--- config.mk ---
export PLATFORM = sky130hd
export DESIGN_NAME = seven_sensors_serial_tx
export DESIGN_NICKNAME = d
export VERILOG_FILES = /design/src/rtl/seven_sensors_serial_tx_pkg.sv /design/src/rtl/seven_sensors_zero_count.sv /design/src/rtl/seven_sensors_serial_tx.sv
export SDC_FILE = /design/constraint.sdc
export NUM_CORES = 1
export LEC_CHECK = 0
export CAP_MARGIN = 25
export CORE_ASPECT_RATIO = 0.75
export CORE_MARGIN = 2
export CORE_UTILIZATION = 59
export CTS_CLUSTER_SIZE = 24
export DETAILED_ROUTE_END_ITERATION = 7
export GPL_ROUTABILITY_DRIVEN = 0
export PLACE_DENSITY = 0.8
export RECOVER_POWER = 100
export SYNTH_ARGS = -nofsm -noshare
export SYNTH_HDL_FRONTEND = slang
export SYNTH_SLANG_ARGS = --single-unit
--- constraint.sdc ---
create_clock -name Clock -period 4.7 [get_ports Clock]
set_clock_uncertainty 0.15 [all_clocks]
set_input_delay 1.175 -clock Clock [delete_from_list [all_inputs] [get_ports Clock]]
set_output_delay 1.175 -clock Clock [all_outputs]
set_load 0.02 [all_outputs]
--- src/rtl/seven_sensors_serial_tx_pkg.sv ---
// Constants and types shared by the sensor-side transmitter and the far-end decoder.
package seven_sensors_serial_tx_pkg;

  localparam int FRAME_BITS      = 10;
  localparam int SENSOR_COUNT    = 7;
  localparam int ALARM_THRESHOLD = 2;

  typedef enum logic [2:0] {
    ST_IDLE,
    ST_START,
    ST_DATA,
    ST_PARITY,
    ST_STOP
  } tx_state_t;

  // Parity bit that makes the total number of ones across data plus parity even.
  function automatic logic even_parity(input logic [SENSOR_COUNT-1:0] d);
    return ^d;
  endfunction

endpackage

--- src/rtl/seven_sensors_zero_count.sv ---
// Combinational count of tripped (zero) sensor lines in a 7-bit snapshot.
module seven_sensors_zero_count
  import seven_sensors_serial_tx_pkg::*;
(
  input  logic [SENSOR_COUNT-1:0] x_i,
  output logic [2:0]              count_o
);

  always_comb begin
    count_o = '0;
    for (int i = 0; i < SENSOR_COUNT; i++) begin
      count_o = count_o + {2'b00, ~x_i[i]};
    end
  end

endmodule

--- src/rtl/seven_sensors_serial_tx.sv ---
// Snapshots seven sensor lines and sends them as a start/7-data/even-parity/stop frame,
// keeping a registered zero count and alarm flag for each snapshot.
module seven_sensors_serial_tx
  import seven_sensors_serial_tx_pkg::*;
#(
  parameter int CLKS_PER_BIT = 4
) (
  input  logic                    Clock,
  input  logic                    Reset,
  input  logic [SENSOR_COUNT-1:0] X,
  input  logic                    Start,
  output logic                    TxD,
  output logic                    Ready,
  output logic                    Busy,
  output logic                    Done,
  output logic [2:0]              LowCount,
  output logic                    Alarm
);

  localparam logic [7:0] TIMER_LAST = 8'(CLKS_PER_BIT - 1);
  localparam logic [2:0] LAST_IDX   = 3'(SENSOR_COUNT - 1);

  tx_state_t               state_q;
  logic [7:0]              timer_q;
  logic [2:0]              idx_q;
  logic [SENSOR_COUNT-1:0] shift_q;
  logic                    parity_q;
  logic                    txd_q;
  logic                    ready_q;
  logic                    done_q;
  logic [2:0]              low_q;
  logic                    alarm_q;

  logic [2:0]              low_count_d;
  logic                    bit_end_d;
  logic                    capture_d;

  seven_sensors_zero_count u_zero_count (
    .x_i     (X),
    .count_o (low_count_d)
  );

  assign bit_end_d = (timer_q == TIMER_LAST);
  assign capture_d = (state_q == ST_IDLE) && Start;

  // Snapshot and shift path carries no reset; it is always reloaded at capture.
  always_ff @(posedge Clock) begin
    if (capture_d) begin
      shift_q  <= X;
      parity_q <= even_parity(X);
    end else if (state_q == ST_DATA && bit_end_d && idx_q != LAST_IDX) begin
      shift_q <= shift_q >> 1;
    end
  end

  always_ff @(posedge Clock or posedge Reset) begin
    if (Reset) begin
      state_q <= ST_IDLE;
      timer_q <= '0;
      idx_q   <= '0;
      txd_q   <= 1'b1;
      ready_q <= 1'b1;
      done_q  <= 1'b0;
      low_q   <= '0;
      alarm_q <= 1'b0;
    end else begin
      timer_q <= (state_q == ST_IDLE || bit_end_d) ? '0 : timer_q + 8'd1;
      case (state_q)
        ST_IDLE: begin
          done_q <= 1'b0;
          idx_q  <= '0;
          if (Start) begin
            state_q <= ST_START;
            txd_q   <= 1'b0;
            ready_q <= 1'b0;
            low_q   <= low_count_d;
            alarm_q <= (low_count_d >= 3'(ALARM_THRESHOLD));
          end
        end
        ST_START: begin
          if (bit_end_d) begin
            state_q <= ST_DATA;
            txd_q   <= shift_q[0];
          end
        end
        ST_DATA: begin
          if (bit_end_d) begin
            if (idx_q == LAST_IDX) begin
              state_q <= ST_PARITY;
              txd_q   <= parity_q;
            end else begin
              idx_q <= idx_q + 3'd1;
              txd_q <= shift_q[1];
            end
          end
        end
        ST_PARITY: begin
          if (bit_end_d) begin
            state_q <= ST_STOP;
            txd_q   <= 1'b1;
          end
        end
        ST_STOP: begin
          if (bit_end_d) begin
            state_q <= ST_IDLE;
            ready_q <= 1'b1;
            done_q  <= 1'b1;
          end
        end
        default: begin
          state_q <= ST_IDLE;
          txd_q   <= 1'b1;
          ready_q <= 1'b1;
          done_q  <= 1'b0;
        end
      endcase
    end
  end

  assign TxD      = txd_q;
  assign Ready    = ready_q;
  assign Busy     = ~ready_q;
  assign Done     = done_q;
  assign LowCount = low_q;
  assign Alarm    = alarm_q;

endmodule

==> impl_metrics.toml, run 1 <==
[timing]
max_slew_margin_pct = 36.7
holdWs_ns = 0.348
setup_viol = 0
fmax_ghz = 0.257
rsz0062_at_grt = "false"
finalSetupTns_ns = 0
maxSlewViolCount = 0
worst_slew_pin_slew_ns = 0.939
hold_viol = 0
min_period_over_period_pct = 82.8
min_period_ns = 3.89
fin_ws_ns = 0.808

[yosys]
synth_area_leaders = "dfrtp_1 30%, edfxtp_1 15%, ha_1 4.8%"
ys_types = 36
synth_flop_cell = "dfrtp_1"
synth-warning-count = 0
synth-async-reset-ratio_pct = 72.4
synth_area_sq_um = 1560
synth_seq_cells = 29
synth_edf_count = 8
synth_top_area_share_pct = 30.4
yosysSeqAreaShare_pct = 49.1
synth_nets = 177
yosysTopAreaCell = "dfrtp_1"
postSynthCellCount = 158
syn_avg_cell_area_sq_um = 9.90

[global_route]
overflow = 0
grt_usage_pct = 22.1
grt_pass1_wl_microns = 5080
grt_antenna_before_repair = 0
grt_max_degree = 22
grt_pass1_vias = 1093

[clock_network]
cts_setup_buffers = 0
ctsHoldBuffers = 0
cts_resized = 0
cts_made_buffers = 5
cts.path.max_buffers = 2
cts.reportedPaths.clkPinSlew_ns = 0.10
insertion_delay_ns = 0.34
cts_tree = "done"
htreeDepth = 2
clkSinkCount = 29
clockRootBuffer = "clkbuf_4"

[outcome]
status = "finished clean"

[pwr]
power.density_nw_per_um2 = 516
max-vdd-ir-drop_mv = 0.290
leakage_nw = 0.831
power.total_w = 0.000939

[placed_design]
place_ws_ns = 0.535
dp_hpwl_microns = 2160
numPortBuffers = 17

[final_layout]
fin_nets = 195
n_antenna_cell = 0
area_delta_synth_final_pct = 16.4
fillers = 217
post-route-util_pct = 71.0
drive_gt1_share_pct = 6.78

[floorplan]
die_x_microns = 63.5
start_util_pct = 61.0
die-area_sq_um = 3080
pin_count = 18
coreArea_sq_um = 2560
rows = 16
die_h_microns = 48.6

[detailed_routing]
viasPerCell = 5.42
ant_nets = 0
via_count = 1154
firstDrtPassIters = 6
drt-initial-drc-count = 92
routedWlPerCell_microns = 13.8
routed_wl_microns = 2930
route.detailed.drc = 0

[setup_path]
critPathLaunchType = "input pin"
required_ns = 4.76
crit_type = "input pin to register"
critPathMaxFanout = 2
worstSetupEndpointType = "register"
arrival_ns = 3.95

[worst_hold_path]
hold_class = "register to register"

[job]
cap_viol_max_count = 0
-- final timing paths --
kind	depth (start not counted)	slack [ns]	from	end
worst max-delay path	10	0.81	X[0]	LowCount[2]
worst min-delay path	2	0.35	LowCount[0]	LowCount[0]
worst max register to register	5	1.52	timer_q[0]	shift_q[2]
worst min register to register	2	0.35	LowCount[0]	LowCount[0]
max in group asynchronous	2	2.67	Reset	idx_q[2]
min in group asynchronous	2	1.24	Reset	LowCount[0]
-- worst max-delay path: stages --
cell and delay [ns]:
dlygate4sd3_1 0.52, inv_1 0.06, ha_1 0.35, fa_1 0.50, fa_1 0.53, ha_1 0.14
inv_1 0.05, fa_1 0.36, xor2_1 0.18, o21ai_0 0.10
-- cell families (layout without fill, tap and decap cells) --
family | after synthesis | after routing | share of synthesized area, %
buf+inv | 25 | 44 | 6.16
compound gates | 30 | 30 | 12.2
xor+xnor | 13 | 13 | 7.28
mux | 1 | 1 | 0.640
simple gates | 51 | 51 | 16.0
flops | 29 | 29 | 49.1
fa+ha+maj | 9 | 9 | 8.64
-- stage by stage --
step,area [sq um],std cells
5_1_grt,1820,213
4_1_cts,1840,213
6_report,1820,213
2_1_floorplan,1560,158
3_3_place_gp,1750,205
3_5_place_dp,1750,205
-- sequential cells by signal, summed over array words and instances, names as in the netlist --
| register | cells |
|---|---|
| Ready | 1 |
| parity_q | 1 |
| shift_q | 7 |
| idx_q | 3 |
| Alarm | 1 |
| state_q | 3 |
| LowCount | 3 |
| Done | 1 |
| timer_q | 8 |
| TxD | 1 |
-- cell type report --
cell class	count	area (sq um)	share of cell area, %
Timing Repair Buffer	17	170	9.35
Sequential cell	29	768	42.2
Multi-Input combinational cell	104	678	37.3
Clock inverter	2	36.3	1.99
Tap cell	36	45.0	2.47
Inverter	19	71.3	3.92
Clock buffer	6	51.3	2.82
-- cell usage in the layout, fill, tap and decap left out, types with 3 or more instances in the layout --
cell / n
xor2_1: 7
nor2_1: 15
clkbuf_4: 5
edfxtp_1: 8
a31oi_1: 4
nor3_1: 3
clkdlybuf4s50_1: 6
dfrtp_1: 19
nand2_1: 16
inv_1: 19
nand3_1: 7
dlygate4sd3_1: 11
o21ai_0: 14
a21oi_1: 3
fa_1: 3
xnor2_1: 6
ha_1: 6
-- report_power, final --
group	internal, W	switching [W]	total (W)
Clock	0.000127	0.0000903	0.000217
Combinational	0.000134	0.000199	0.000332
Sequential	0.000334	0.0000559	0.000390
Total	0.000594	0.000345	0.000939
-- metal layers --
| layer | part of all wire, % | wire (microns) | GRT usage, % | up-vias |
|---|---|---|---|---|
| met2 | 46 | 1350 | 31.9 | 34 |
| met4 | 0.82 | 24 | 8.70 | 0 |
| li1 | - | - | - | 571 |
| met1 | 47 | 1390 | 31.0 | 545 |
| met3 | 5.5 | 162 | 7.44 | 4 |
| met5 | 0 | 0 | 0 | - |
-- cells in the mapped netlist, types with 2 or more instances --
library cell	number
a21oi_1	3
a31oi_1	4
and3_1	2
buf_2	2
clkbuf_1	4
dfrtp_1	19
dfstp_2	2
edfxtp_1	8
fa_1	3
ha_1	6
inv_1	19
nand2_1	16
nand3_1	7
nor2_1	15
nor3_1	3
o21ai_0	13
o22ai_1	2
xnor2_1	6
xor2_1	7
Power figures use the tool's default switching activity.
==> run 2, diff against run 1 <==
--- a/config.mk
+++ b/config.mk
@@ -8,11 +8,11 @@
 export CAP_MARGIN = 25
 export CORE_ASPECT_RATIO = 0.75
 export CORE_MARGIN = 2
-export CORE_UTILIZATION = 59
+export CORE_UTILIZATION = 49
 export CTS_CLUSTER_SIZE = 24
 export DETAILED_ROUTE_END_ITERATION = 7
 export GPL_ROUTABILITY_DRIVEN = 0
-export PLACE_DENSITY = 0.8
+export PLACE_DENSITY = 0.71
 export RECOVER_POWER = 100
 export SYNTH_ARGS = -nofsm -noshare
 export SYNTH_HDL_FRONTEND = slang
==> constraint.sdc (replaced) <==
create_clock -name Clock -period 3.5 [get_ports Clock]
set_clock_uncertainty 0.15 [all_clocks]
set_input_delay 0.875 -clock Clock [delete_from_list [all_inputs] [get_ports Clock]]
set_output_delay 0.875 -clock Clock [all_outputs]
set_load 0.02 [all_outputs]
==> run 2 against run 1 <==
  * Worst hold slack lost 0.0074 ns
  * Total power grew 33%
  * Final cell count grew 2.8%
  * Critical endpoint unchanged
  * Largest power group unchanged
==> impl_metrics.toml, run 2 (same netlist as run 1, synthesis figures left out) <==
[placed_design]
dpl.cell_count = 212
dp_hpwl_microns = 2330
place_ws_ns = -0.363
numPortBuffers = 17

[clock_network]
cts_setup_buffers = 0
cts.reportedPaths.clkPinSlew_ns = 0.05
cts_tree = "done"
htreeDepth = 2
cts_made_buffers = 5
insertion_delay_ns = 0.28
cts.path.max_buffers = 2
clkSinkCount = 29
clockRootBuffer = "clkbuf_8"

[detailed_routing]
drt-initial-drc-count = 83
via_count = 1188
firstDrtPassIters = 4
routedWlPerCell_microns = 14.1
route.detailed.drc = 0
routed_wl_microns = 3090
ant_nets = 0
viasPerCell = 5.42

[global_route]
grt_pass1_vias = 1136
grt_max_degree = 22
grt_usage_pct = 19.0
overflow = 0
grt_antenna_before_repair = 0
grt_pass1_wl_microns = 5220

[setup_path]
critPathMostFrequentCell = "fa_1"
worstSetupEndpointType = "register"
critPathMaxFanout = 2
slowest_delay_ns = 0.50
arrival_ns = 3.43
cp_cell_sequence = "clkdlybuf4s50_1 > inv_2 > ha_4 > fa_1 > fa_1 > ha_1 > inv_1 > fa_2 > xor2_1 > o21ai_0"
critPathLaunchType = "input pin"
required_ns = 3.50
worst_path_max_delay_cell = "fa_1"
crit_type = "input pin to register"

[outcome]
status = "finished clean"

[final_layout]
layout_commonest_cell = "dfrtp_1"
reg_top3 = "timer_q x8, shift_q x7"
drive_gt1_share_pct = 9.94
regMostFlops = "timer_q"
layout_common_cells = "19 x dfrtp_1, 18 x inv_1, 16 x nand2_1, 15 x nor2_1, 13 x o21ai_0"
largest_reg_flops = 8
post-route-util_pct = 62.2
area_delta_synth_final_pct = 19.3
fin_nets = 200
fin_cells = 219
n_antenna_cell = 0

[timing]
fmax_ghz = 0.292
holdWs_ns = 0.341
fin_ws_ns = 0.0695
hold_viol = 0
min_period_over_period_pct = 98.0
rsz0062_at_grt = "true"
min_period_ns = 3.43
setup_viol = 0
max_slew_margin_pct = 32.6
maxSlewViolCount = 0
worst_slew_pin_slew_ns = 1.00

[floorplan]
die_x_microns = 69.2
start_util_pct = 52.1
rows = 17
pin_count = 18
coreArea_sq_um = 3000
die_h_microns = 52.9
die-area_sq_um = 3660

[pwr]
power.density_nw_per_um2 = 667
power.total_w = 0.00124
max-vdd-ir-drop_mv = 0.442
leakage_nw = 0.845

[worst_hold_path]
hold_class = "register to register"

[job]
cap_viol_max_count = 0
==> run 2: report_power, final <==
part | switching, W | internal [W] | total, W | leakage (nW)
registers | 0.0000775 | 0.000449 | 0.000526 | 0.343
logic | 0.000274 | 0.000189 | 0.000463 | 0.461
clock network | 0.000121 | 0.000135 | 0.000255 | 0.0410
==> run 2: metrics by stage <==
| stage | area [sq um] | setup TNS, ns |
|---|---|---|
| detailed placement | 1790 | -1.04 |
| CTS | 1880 | 0 |
| global route | 1870 | -0.0616 |
| floorplan | 1560 | 0 |
| finish | 1870 | 0 |
| global placement | 1790 | -0.809 |
==> run 2: layout make-up <==
| type | instances | area, sq um |
|---|---|---|
| clock buffers | 6 | 72.6 |
| clock inverters | 1 | 5.00 |
| repair buffers | 22 | 208 |
| well taps | 38 | 47.5 |
| inverters | 19 | 71.3 |
| multi-input cells | 104 | 693 |
| flip-flops and latches | 29 | 768 |
| fillers | 250 | 1130 |
==> run 2: worst paths after layout <==
| check | slack, ns | end | cells past startpoint | startpoint |
|---|---|---|---|---|
| worst max-delay path | 0.07 | LowCount[2] | 10 | X[0] |
| worst min-delay path | 0.34 | LowCount[0] | 2 | LowCount[0] |
| worst max register to register | 0.34 | shift_q[3] | 5 | timer_q[0] |
| worst min register to register | 0.34 | LowCount[0] | 2 | LowCount[0] |
| max in group asynchronous | 1.68 | timer_q[5] | 2 | Reset |
| min in group asynchronous | 1.03 | timer_q[2] | 2 | Reset |
==> run 2: per-layer routing <==
layer / GRT usage (%) / wire (microns) / vias to the layer above
met5: 0 / 0 / -
li1: - / - / 576
met4: 5.88 / 34 / 0
met2: 29.6 / 1410 / 23
met3: 7.05 / 125 / 7
met1: 24.9 / 1520 / 582
==> run 2: worst max-delay path, delay by kind of cell <==
kind            cells  cell delay [ns]
buf+inv             3             0.58
xor+xnor            1             0.19
compound gates      1             0.09
fa+ha+maj           5             1.70
==> run 2: timing repair <==
item | in CTS | in global routing
resized for setup | 1 | 3
pin swaps | 1 | 4
setup endpoints to repair | 3 | 3
hold buffers | 0 | 0
==> run 3, diff against run 2 <==
--- a/config.mk
+++ b/config.mk
@@ -5,7 +5,6 @@
 export SDC_FILE = /design/constraint.sdc
 export NUM_CORES = 1
 export LEC_CHECK = 0
-export CAP_MARGIN = 25
 export CORE_ASPECT_RATIO = 0.75
 export CORE_MARGIN = 2
 export CORE_UTILIZATION = 49
==> results of run 3 <==
Same layout as run 2: the final DEF is identical, and so are final timing and power.
